$ cat config.mk
export PLATFORM = sky130hd
export DESIGN_NAME = aes_switch_sequencer
export DESIGN_NICKNAME = d
export VERILOG_FILES = /design/src/rtl/aes_switch_sequencer.sv
export SDC_FILE = /design/constraint.sdc
export NUM_CORES = 1
export LEC_CHECK = 0
export ABC_AREA = 1
export CAP_MARGIN = 20
export CORE_AREA = 2 2 204 206
export DETAILED_ROUTE_END_ITERATION = 6
export DIE_AREA = 0 0 206 208
export PLACE_DENSITY = 0.66
export SYNTH_ARGS = -nofsm -noshare
export SYNTH_HDL_FRONTEND = slang
export SYNTH_SLANG_ARGS = --single-unit
$ cat constraint.sdc
create_clock -name clk -period 1.8 [get_ports clk]
set_clock_uncertainty 0.05 [all_clocks]
set_input_delay 0.18 -clock clk [delete_from_list [all_inputs] [get_ports clk]]
set_output_delay 0.18 -clock clk [all_outputs]
set_load 0.05 [all_outputs]
$ cat src/rtl/aes_switch_sequencer.sv
// Switch-driven start/done sequencer for the AES encrypt/decrypt cores feeding the 7-segment display.
// Optional build macro AES_SEQ_AUTO_DECRYPT_EN chains encrypt completion straight into a decrypt run.
module aes_switch_sequencer #(
    parameter int unsigned  DEBOUNCE_CYCLES = 1_000_000,
    parameter int unsigned  TIMEOUT_CYCLES  = 1024,
    parameter logic [127:0] PLAINTEXT       = 128'h00112233445566778899aabbccddeeff
) (
    input  logic         clk,
    input  logic         reset,
    input  logic         sw_encrypt,
    input  logic         sw_decrypt,
    output logic         enc_start,
    input  logic         enc_done,
    input  logic [127:0] enc_data,
    output logic         dec_start,
    output logic [127:0] dec_in,
    input  logic         dec_done,
    input  logic [127:0] dec_data,
    output logic [127:0] display_data,
    output logic [1:0]   display_mode,
    output logic         busy,
    output logic         error
);

    localparam int unsigned    DB_W    = $clog2(DEBOUNCE_CYCLES + 1);
    localparam int unsigned    TO_W    = $clog2(TIMEOUT_CYCLES + 1);
    localparam logic [DB_W-1:0] DB_LAST = DB_W'(DEBOUNCE_CYCLES - 1);
    localparam logic [TO_W-1:0] TO_LAST = TO_W'(TIMEOUT_CYCLES - 1);
    localparam logic [TO_W-1:0] TO_MAX  = TO_W'(TIMEOUT_CYCLES);

    localparam logic [1:0] MODE_PLAIN  = 2'b00;
    localparam logic [1:0] MODE_CIPHER = 2'b01;
    localparam logic [1:0] MODE_REGEN  = 2'b10;

    typedef enum logic [1:0] {
        IDLE    = 2'b00,
        ENC_RUN = 2'b01,
        DEC_RUN = 2'b10
    } state_t;

    state_t          state;
    logic [1:0]      enc_sync;
    logic [1:0]      dec_sync;
    logic            enc_level;
    logic            dec_level;
    logic [DB_W-1:0] enc_cnt;
    logic [DB_W-1:0] dec_cnt;
    logic            enc_edge;
    logic            dec_edge;
    logic            cipher_valid;
    logic [TO_W-1:0] run_cnt;
    logic            timeout_c;

    // Two-flop synchronisers for the asynchronous slide switches
    always_ff @(posedge clk) begin
        if (reset) begin
            enc_sync <= 2'b00;
            dec_sync <= 2'b00;
        end else begin
            enc_sync <= {enc_sync[0], sw_encrypt};
            dec_sync <= {dec_sync[0], sw_decrypt};
        end
    end

    // Debounce: a new level is accepted only after DEBOUNCE_CYCLES consecutive differing samples
    always_ff @(posedge clk) begin
        if (reset) begin
            enc_level <= 1'b0;
            enc_cnt   <= '0;
            enc_edge  <= 1'b0;
        end else begin
            enc_edge <= 1'b0;
            if (enc_sync[1] == enc_level) begin
                enc_cnt <= '0;
            end else if (enc_cnt == DB_LAST) begin
                enc_level <= enc_sync[1];
                enc_cnt   <= '0;
                enc_edge  <= enc_sync[1];
            end else begin
                enc_cnt <= enc_cnt + DB_W'(1);
            end
        end
    end

    always_ff @(posedge clk) begin
        if (reset) begin
            dec_level <= 1'b0;
            dec_cnt   <= '0;
            dec_edge  <= 1'b0;
        end else begin
            dec_edge <= 1'b0;
            if (dec_sync[1] == dec_level) begin
                dec_cnt <= '0;
            end else if (dec_cnt == DB_LAST) begin
                dec_level <= dec_sync[1];
                dec_cnt   <= '0;
                dec_edge  <= dec_sync[1];
            end else begin
                dec_cnt <= dec_cnt + DB_W'(1);
            end
        end
    end

    // run_cnt holds the number of RUN cycles already elapsed, so the abort lands after TIMEOUT_CYCLES
    assign timeout_c = (run_cnt >= TO_LAST);

    always_ff @(posedge clk) begin
        if (reset) begin
            state        <= IDLE;
            enc_start    <= 1'b0;
            dec_start    <= 1'b0;
            dec_in       <= '0;
            display_data <= PLAINTEXT;
            display_mode <= MODE_PLAIN;
            busy         <= 1'b0;
            error        <= 1'b0;
            cipher_valid <= 1'b0;
            run_cnt      <= '0;
        end else begin
            if (run_cnt != TO_MAX) begin
                run_cnt <= run_cnt + TO_W'(1);
            end
            case (state)
                IDLE: begin
                    if (enc_edge && dec_edge) begin
                        error <= 1'b1;
                    end else if (enc_edge) begin
                        state        <= ENC_RUN;
                        enc_start    <= 1'b1;
                        busy         <= 1'b1;
                        error        <= 1'b0;
                        display_mode <= MODE_PLAIN;
                        display_data <= PLAINTEXT;
                        run_cnt      <= '0;
                    end else if (dec_edge) begin
                        if (cipher_valid) begin
                            state     <= DEC_RUN;
                            dec_start <= 1'b1;
                            busy      <= 1'b1;
                            error     <= 1'b0;
                            run_cnt   <= '0;
                        end else begin
                            error <= 1'b1;
                        end
                    end
                end
                ENC_RUN: begin
                    if (enc_done) begin
                        enc_start    <= 1'b0;
                        dec_in       <= enc_data;
                        display_data <= enc_data;
                        display_mode <= MODE_CIPHER;
                        cipher_valid <= 1'b1;
`ifdef AES_SEQ_AUTO_DECRYPT_EN
                        state        <= DEC_RUN;
                        dec_start    <= 1'b1;
                        run_cnt      <= '0;
`else
                        state        <= IDLE;
                        busy         <= 1'b0;
`endif
                    end else if (timeout_c) begin
                        enc_start <= 1'b0;
                        busy      <= 1'b0;
                        error     <= 1'b1;
                        state     <= IDLE;
                    end
                end
                DEC_RUN: begin
                    if (dec_done) begin
                        dec_start    <= 1'b0;
                        display_data <= dec_data;
                        display_mode <= MODE_REGEN;
                        busy         <= 1'b0;
                        state        <= IDLE;
                    end else if (timeout_c) begin
                        dec_start <= 1'b0;
                        busy      <= 1'b0;
                        error     <= 1'b1;
                        state     <= IDLE;
                    end
                end
                default: begin
                    state <= IDLE;
                end
            endcase
        end
    end

endmodule

# After elaboration in Yosys (flattened, before gate mapping)
# Index checks and enable logic that the tools add are counted.
# op_classes
n_mux	49
bitwise_logic	4
add_sub_neg	3
n_reduce_logical	18
eq_ne	21
n_lt_le_gt_ge	1
# ops
operator	n
128-bit 2-to-1 mux	4
128-bit case mux with 3 select lines	1
11-bit 2-to-1 mux	6
20-bit by 1-bit adder with 20-bit output (second input constant)	2
20-bit == test (second input constant)	2
2-bit 2-to-1 mux	11
1-bit 2-to-1 mux	21
2-bit inequality test (second input constant)	9
3-bit inequality test (second input constant)	4
2-bit case mux with 3 select lines	2
4-bit AND reduction	3
3-bit OR reduction	4
11-bit by 1-bit adder with 11-bit output (second input constant)	1
11-bit by 10-bit >= comparator with 1-bit output (second input constant)	1
11-bit inequality test (second input constant)	1
1-bit case mux with 3 select lines	2
2-bit AND reduction	3
6-bit AND reduction	1
5-bit AND reduction	1
4-bit inequality test (second input constant)	1
1-bit NOT	4
1-bit case mux with 2 select lines	2
2-bit nonzero test	2
3-bit AND reduction	1
6 further kinds	7
# word_totals
regBits	324
elab_cells	114
in_bits	262
out_inout_bits	262

# Logic depth before layout (Yosys ltp)
# Gate-level depths: netlist (run 1).
# logic_depth
depth_word	7
depth_mapped	13

# Worst setup path before layout (run 1)
# Ideal clock, no wire load.
# synth_path
path_kind	register to register
from	register state[0]
to	register display_data[100]
setup_slack_ns	-0.184
t_required_ns	1.606
stages_incl_launch_ff	13
arrival_time_ns	1.790
synth_period_minus_slack_ns	1.984
path_cell_list	dfxtp_1 -> inv_1 -> ha_1 -> buf_2 -> inv_2 -> nor2_1 -> a211o_1 -> nor2_4 -> inv_2 -> buf_6 -> buf_2 -> nand2_1 -> o211ai_2
# synth_via
elab_chain_cells	3
word_cells_on_any_way	10
cone_classes	6 x eq/ne; 1 x mux; 3 x reduce/logical
# synth_lines
item	line_no	text
start: declaration	41	state_t state;
start signal: assignment	109	state <= IDLE;
start signal: assignment	128	state <= ENC_RUN;
start signal: assignment	137	state <= DEC_RUN;
2-bit == test, or another cell as far along	123	case (state)
2-bit inequality test (no source line) or 3-bit nonzero test (tied branches)	n/a	
5-bit AND reduction (no source line)	n/a	
end signal: assignment	151	display_data <= enc_data;
end signal: assignment	172	display_data <= dec_data;
end: declaration	19	output logic [127:0] display_data,
# Several ways; a longest one is shown, not always the timed one.
# A chain may end at the register's enable or synchronous reset.

# Final worst setup path (run 1)
# layout_path
from	register state[0]
to	register display_data[70]
# The elaborated chain is that of the path after synthesis.

==> out/results.ini, run 1 <==
[run_status]
status=complete, but fails checks
violations=negative setup slack

[clock_tree]
cts_max_level=2
cts_tree=built
cts.clk_slew.worst_paths_ns=0.06
numCtsBuffers=38
clk_latency_ns=0.55
cts_sinks=324
cts_root_buf=clkbuf_16
clockBufferDepth=3

[setup_path]
cp_cell_sequence=inv_4 -> ha_4 -> inv_4 -> nor2_4 -> a211o_1 -> nor2_4 -> buf_12 -> inv_16 -> buf_16 -> a21oi_1 -> o21ai_1
worst-path-max-fanout=13
max_stage_delay_ns=0.36
worst_ep_arrival_time_ns=2.30
required_ns=2.18
start_kind=flip-flop
worstSetupPathType=reg -> reg
end_kind=flip-flop
cpMaxStageDelayCell=dfxtp_2

[sta]
final-hold-violation-count=0
min_period_over_period=1.06
tightest_slew_ns=0.715
layout_setup_ws_ns=-0.115
rsz0062_at_grt=true
setup_viol=130
final.min_clock_period_ns=1.92
slew_headroom=0.523
maxSlewViolCount=0
fmax_mhz=522

[placed_design]
portBuffers=523
finalWeightedCongestion=0.878
pre_cts_slack_ns=-0.219
dp_cells=2786
place_area_mm2=0.0195
place_hpwl_mm=38.0

[logic_synthesis]
yosysMostFrequentCell=nand2_1
synth_seq_cells=324
yosysUniqueCellTypes=31
yosys-top-cells-count=nand2_1, dfxtp_1, nor2_1, a21oi_1, o21ai_0
synthCells=1786
yosysTopAreaCell=dfxtp_1
syn_nets=2056
yosysSeqAreaShare=0.480
synthArstFlopShare=0
synth_flop_cell=dfxtp_1
synth_top_area_frac=0.480
syn_area_mm2=0.0135
synth-warning-count=0
postSynthAreaPerCell_um2=7.57
synth_edf_count=0
synthTopCellsByArea=dfxtp_1, nand2_1, nor2_1, a21oi_1, o21ai_0

[detailed_routing]
detail_route.first_pass.iterations=6
finalWirelength_mm=56.7
drt-initial-drc-count=1167
ant_nets=0
wl_per_cell_um=19.7
via_per_inst=5.11
dr_total_vias=14728
drc_errors=0

[power]
power.density_mw_per_mm2=728
leakagePower_uw=0.00888
p_total_uw=15800
swShare=0.223
power.clock.fraction=0.486
peakVddDrop_mv=0.582
seq_power_share=0.456
comb_power_share=0.058
intPower_uw=12200
switching_power_uw=3510

[floorplan]
dieArea_mm2=0.0428
die_x_um=206
initial_core_util=0.333
rows=74
coreArea_mm2=0.0406
io-pin-count=524
die_h_um=208

[flow_run]
cap_violations=0

[global_route]
grt_max_degree=106
grt_use_total=0.245
grt_antenna_before_repair=6
grt_remaining_overflow=0
grt_pass1_wl_mm=82.1
first_global_vias=13928

[finish]
drive_above_1_share=0.182
syn_to_final_growth_pct=60.0
fin_cells=2880
final_area_mm2=0.0216
num-fill-cells=3790
final_nets=2588

[hold_path]
worstHoldPathType=in -> reg

==> stage by stage <==
| stage | utilization | hold slack (ns) | setup TNS [ns] |
|---|---|---|---|
| 2_1_floorplan | - | 0.237 | -1.12 |
| 3_3_place_gp | 0.482 | 0.343 | -10.83 |
| 3_5_place_dp | 0.482 | 0.346 | -12.53 |
| 4_1_cts | 0.515 | 0.0555 | -5.42 |
| 5_1_grt | 0.534 | 0.0964 | -15.83 |
| 6_report | 0.534 | 0.0947 | -7.69 |
==> kinds of logic after synthesis <==
| family | Yosys count | synth area share |
|---|---|---|
| buf+inv | 202 | 0.0635 |
| fa+ha+maj | 8 | 0.00740 |
| xor+xnor | 17 | 0.0110 |
| compound gates | 455 | 0.211 |
| flops | 324 | 0.480 |
| simple gates | 780 | 0.228 |
==> layout by cell type, fill, tap and decap left out, types with 50 or more instances in the layout <==
cell type / n
nand2_1: 324
a221oi_1: 60
buf_4: 161
nor2_1: 314
clkbuf_16: 50
dfxtp_1: 322
a21oi_1: 137
inv_1: 60
o21ai_0: 137
clkdlybuf4s50_1: 260
dlygate4sd2_1: 154
==> routing by layer <==
metal / track usage / vias to the layer above / routed length [um]
met5: 0 / - / 30
met4: 0.0956 / 4 / 2050
met3: 0.0611 / 110 / 5050
met2: 0.409 / 694 / 26800
met1: 0.302 / 6867 / 22700
li1: - / 7053 / -
==> path summary, 6_finish.rpt <==
path	cells past startpoint	slack (ns)	to	from
max reg2reg	11	-0.12	display_data[70]	state[0]
min reg2reg	2	0.35	dec_sync[1]	dec_sync[0]
max	11	-0.12	display_data[70]	state[0]
min	3	0.09	dec_sync[0]	sw_decrypt
==> sequential cells by signal, summed over array words and instances, names as in the netlist, 2 cells and up <==
register and cells:
enc_cnt 20, run_cnt 11, state 2, dec_sync 2, enc_sync 2, display_data 128, display_mode 2, dec_in 128
dec_cnt 20
==> power groups by stage <==
stage                     Clock (uW)  Sequential [uW]  Combinational [uW]
final                           7650             7190                 912
after global routing            8120             7180                 964
after CTS                       7840             7190                 898
after detailed placement           0             7350                 886
after global placement             0             7350                 885
after floorplan                    0             7350                 171
==> critical path: cells and delay by family, from the launching register on <==
family,cells,cell delay (ns)
buf+inv,5,0.52
compound gates,3,0.51
flops,1,0.36
fa+ha+maj,1,0.17
simple gates,2,0.14
==> timing repair <==
| item | CTS | global route |
|---|---|---|
| cloned | 7 | 12 |
| pin swaps | 1 | 30 |
| gates resized for setup | 188 | 110 |
| setup buffers | 1 | 3 |
| endpoints found under the hold margin | 2 | 0 |
| hold buffers | 1 | 0 |
| setup endpoints to repair | 273 | 178 |
==> cell type report <==
| type | instances | area [um^2] | area share |
|---|---|---|---|
| multi-input combinational | 1260 | 6700 | 0.310 |
| sequential | 324 | 6490 | 0.300 |
| timing repair buffer | 624 | 6250 | 0.289 |
| clock buffer | 51 | 1080 | 0.0500 |
| tap | 532 | 666 | 0.0308 |
| inverter | 69 | 293 | 0.0135 |
| clock inverter | 15 | 135 | 0.00624 |
| antenna | 4 | 10.0 | 0.000463 |
| timing repair inverter | 1 | 8.76 | 0.000405 |
(Power assumes the default switching activity.)
==> inputs of run 2 (changes only) <==
Settings changed: CORE_AREA 2 2 204 206 to 5 5 202 204, DIE_AREA 0 0 206 208 to 0 0 207 209, PLACE_DENSITY 0.66 to 0.69, SETUP_SLACK_MARGIN set to 0.05, SLEW_MARGIN set to 20.
==> out/results.ini, run 2 (synthesis gave the netlist of run 1 again) <==
[run_status]
status=complete, but fails checks
violations=negative setup slack

[setup_path]
required_ns=2.16
r2r_slack_ns=-0.18
rr_worst_depth=11
worst-path-max-fanout=26
worst_ep_arrival_time_ns=2.35
start_kind=flip-flop
r2r-start=state[1]
end_kind=flip-flop
worstSetupPathType=reg -> reg
rr_endpoint=display_data[66]

[placed_design]
pre_cts_slack_ns=-0.184
portBuffers=523
place_hpwl_mm=40.7
finalWeightedCongestion=0.914

[sta]
maxSlewViolCount=0
final-hold-violation-count=0
layout_setup_ws_ns=-0.185
tightest_slew_ns=0.648
slew_headroom=0.568
rsz0062_at_grt=true
final.min_clock_period_ns=1.98
min_period_over_period=1.10
fmax_mhz=504
setup_viol=138

[floorplan]
coreArea_mm2=0.0391
die_x_um=207
io-pin-count=524
die_h_um=209
rows=73
dieArea_mm2=0.0433
initial_core_util=0.346

[finish]
syn_to_final_growth_pct=65.7
final_nets=2641
post-route-util=0.573
largestRegisters=dec_in x128, display_data x128
multi_input_area_mm2=0.00684
num-fill-cells=3546
final_common_cell=dfxtp_1
most-common-layout-cells=dfxtp_1, nand2_1, nor2_1
layout.area.seq_mm2=0.00650
drive_above_1_share=0.214

[detailed_routing]
dr_total_vias=15343
drt-initial-drc-count=1187
via_per_inst=5.26
wl_per_cell_um=21.0
finalWirelength_mm=61.2
ant_nets=0
detail_route.first_pass.iterations=6
drc_errors=0

[hold_path]
worstHoldPathType=in -> reg
hp-start=sw_decrypt
hold_end=dec_sync[0]
holdPathStages=3

[flow_run]
cap_violations=0

[clock_tree]
cts_max_level=2
cts_sinks=324
clockBufferDepth=3
numCtsBuffers=37
cts_root_buf=clkbuf_16
cts_tree=built
clk_latency_ns=0.52
cts.clk_slew.worst_paths_ns=0.06

[power]
peakVddDrop_mv=0.595
leakagePower_uw=0.00908
intPower_uw=12200
power.clock.fraction=0.478
swShare=0.218
switching_power_uw=3400
seq_power_share=0.461
power.density_mw_per_mm2=695
comb_power_share=0.061

[global_route]
grt_max_degree=106
grt_antenna_before_repair=5
grt_remaining_overflow=0
grt_use_total=0.245
grt_pass1_wl_mm=85.6
first_global_vias=14556

## run 2: cell types whose count changed in the layout (fill, tap and decap cells not counted), moves of 9 or more
cell	change
nand3_2	+9
a21oi_1	+9
buf_6	+13
nand2_2	+14
buf_4	+26
a21oi_2	-9
o21ai_0	-47
o21ai_1	+28
o21ai_2	+19
nand3_1	-10
## run 2: cell type report
cell class                 count  area share
antenna                        1    0.000112
inverter                      69      0.0136
clock buffer                  51      0.0477
multi-input combinational   1261       0.305
sequential                   324       0.290
timing repair inverter         1    0.000726
tap                          525      0.0293
clock inverter                 9     0.00486
timing repair buffer         677       0.308
## run 2: power groups by stage
stage,Clock (uW),Combinational (uW),Sequential [uW]
final,7450,943,7190
after global routing,7870,989,7180
after CTS,7600,908,7190
after detailed placement,0,892,7350
after global placement,0,891,7350
after floorplan,0,171,7350
## run 2: routing by layer
layer | track usage | up-vias | part of all wire
met1 | 0.293 | 7192 | 0.38
met5 | 0 | - | 0.00082
li1 | - | 7179 | -
met2 | 0.427 | 806 | 0.49
met4 | 0.0741 | 8 | 0.038
met3 | 0.0713 | 158 | 0.094
## run 2: timing repair
action / in CTS / in global routing
resized for setup: 257 / 174
pin swaps: 18 / 29
buffers inserted: 10 / 16
setup endpoints to repair: 290 / 257
hold buffers: 1 / 0
cloned: 11 / 19
endpoints found under the hold margin: 6 / 0
## run 2: how the worst max path moves through the flow
stage / start / endpoint / slack (ns)
5_1_grt: state[1] / display_data[46] / -0.27
2_1_floorplan: state[0] / display_data[105] / -0.02
4_1_cts: state[0] / display_data[6] / -0.10
3_3_place_gp: dec_done / display_data[13] / -0.13
3_5_place_dp: dec_done / display_data[64] / -0.18
6_report: state[1] / display_data[66] / -0.18
## run 2: worst max-delay path: stages, from the launching register on
cell and delay [ns]:
dfxtp_4 0.38, inv_4 0.04, ha_4 0.17, inv_4 0.06
nor2_4 0.04, a211o_1 0.30, nor2_4 0.19, buf_6 0.16
inv_12 0.08, buf_12 0.17, a21oi_2 0.13, o21ai_1 0.08
## run 2: stage by stage
stage | power (uW) | std cells | TNS (ns) | area (um^2) | hold slack, ns
2_1_floorplan | 7520 | 1786 | -1.12 | 13600 | 0.237
3_3_place_gp | 8240 | 2802 | -9.24 | 19700 | 0.342
3_5_place_dp | 8240 | 2802 | -15.62 | 19700 | 0.353
4_1_cts | 15700 | 2884 | -5.54 | 21400 | 0.0886
5_1_grt | 16000 | 2918 | -28.27 | 22400 | 0.122
6_report | 15600 | 2918 | -15.60 | 22400 | 0.118
==> inputs of run 3 (changes only) <==
Settings changed: CORE_AREA 5 5 202 204 to 4 4 201 203, DIE_AREA 0 0 207 209 to 0 0 205 207.
==> out/results.ini, run 3 (synthesis gave the netlist of run 1 again) <==
[run_status]
status=complete, but fails checks
violations=negative setup slack

[clock_tree]
cts_max_level=2
cts.clk_slew.worst_paths_ns=0.06
numCtsBuffers=38
cts_tree=built
cts_sinks=324
clockBufferDepth=3
clk_latency_ns=0.53
cts_root_buf=clkbuf_16

[sta]
setup_viol=122
final.min_clock_period_ns=1.97
tightest_slew_ns=0.576
maxSlewViolCount=0
min_period_over_period=1.10
slew_headroom=0.616
finalSetupTns_ns=-8.60
final-hold-violation-count=0
layout_setup_ws_ns=-0.172
fmax_mhz=507
rsz0062_at_grt=true

[hold_path]
worstHoldPathType=in -> reg

[setup_path]
cp_cell_sequence=buf_4 -> ha_4 -> buf_12 -> a221oi_1 -> buf_4 -> o211ai_2
worst-path-max-fanout=66
end_kind=flip-flop
max_stage_delay_ns=0.57
path_buf_inv=3
critical_path.top_delay_family=compound AO/OA/AOI/OAI gates
start_kind=flip-flop
worstSetupPathType=reg -> reg
required_ns=2.16
worst_ep_arrival_time_ns=2.34
cpMaxStageDelayCell=a221oi_1
critPathMostFrequentCell=buf_4

[flow_run]
cap_violations=0

[detailed_routing]
drc_errors=0
drt-initial-drc-count=1089
wl_per_cell_um=20.4
dr_total_vias=14841
detail_route.first_pass.iterations=6
ant_nets=0
via_per_inst=5.16
finalWirelength_mm=58.7

[finish]
syn_to_final_growth_pct=59.7
final_common_cell=nand2_1
post-route-util=0.562
most-common-layout-cells=nand2_1, dfxtp_1, nor2_1
final_nets=2602
largestRegisters=dec_in x128, display_data x128
num-fill-cells=3552
drive_above_1_share=0.181

[floorplan]
io-pin-count=524
die_x_um=205
dieArea_mm2=0.0424
rows=72
initial_core_util=0.352
coreArea_mm2=0.0385
die_h_um=207

[global_route]
first_global_vias=14224
grt_use_total=0.251
grt_antenna_before_repair=4
grt_remaining_overflow=0
grt_pass1_wl_mm=84.4
grt_max_degree=106

[placed_design]
portBuffers=523
place_hpwl_mm=39.9
finalWeightedCongestion=0.936
pre_cts_slack_ns=-0.174

[power]
leakagePower_uw=0.00866
power.density_mw_per_mm2=739
peakVddDrop_mv=0.585

-- run 3: metrics by stage --
stage,cell area (um^2),hold WS [ns],cells,total power [uW]
2_1_floorplan,13600,0.237,1786,7520
3_3_place_gp,19500,0.342,2776,8230
3_5_place_dp,19500,0.347,2776,8230
4_1_cts,21100,0.0775,2855,16100
5_1_grt,21600,0.104,2878,16400
6_report,21600,0.118,2878,16000
-- run 3: worst register-to-register path: stages, from the launching register on --
cell,delay [ns]
dfxtp_2,0.33
buf_4,0.14
ha_4,0.18
buf_12,0.18
a221oi_1,0.69
buf_4,0.20
o211ai_2,0.08
-- run 3: worst paths after layout --
kind | start | end | slack [ns] | cells after the start
max | state[0] | display_data[78] | -0.17 | 6
min reg2reg | dec_sync[0] | dec_sync[1] | 0.35 | 2
max reg2reg | state[0] | display_data[78] | -0.17 | 6
min | sw_encrypt | enc_sync[0] | 0.12 | 3
-- run 3: what timing repair did --
item / CTS / global route
setup buffers: 3 / 8
pin swaps: 4 / 11
cloned: 10 / 12
hold buffers: 1 / 0
resized for setup: 187 / 75
endpoints found under the setup margin: 322 / 221
hold endpoints to repair: 11 / 0
-- run 3: report_power, final --
group          leakage [uW]  internal [uW]  switching [uW]
logic               0.00541            566             339
clock network      0.000629           4770            3090
registers           0.00261           7180            7.73
-- run 3: final cells by class --
class | count | area (um^2) | area share
Timing Repair Buffer | 637 | 6350 | 0.294
Clock inverter | 8 | 96.3 | 0.00446
Sequential cell | 324 | 6490 | 0.301
Multi-Input combinational cell | 1260 | 6510 | 0.301
Clock buffer | 57 | 1170 | 0.0543
Timing Repair inverter | 2 | 32.5 | 0.00151
Antenna cell | 3 | 7.51 | 0.000348
Tap cell | 518 | 648 | 0.0300
Inverter | 69 | 293 | 0.0136
-- run 3: per-layer routing --
layer	part of all wire	wire, um	up-vias	GRT usage
met5	0.00022	13	-	0
met4	0.037	2200	2	0.0991
met3	0.096	5650	134	0.0730
met2	0.48	28200	691	0.423
met1	0.39	22600	6919	0.300
li1	-	-	7095	-
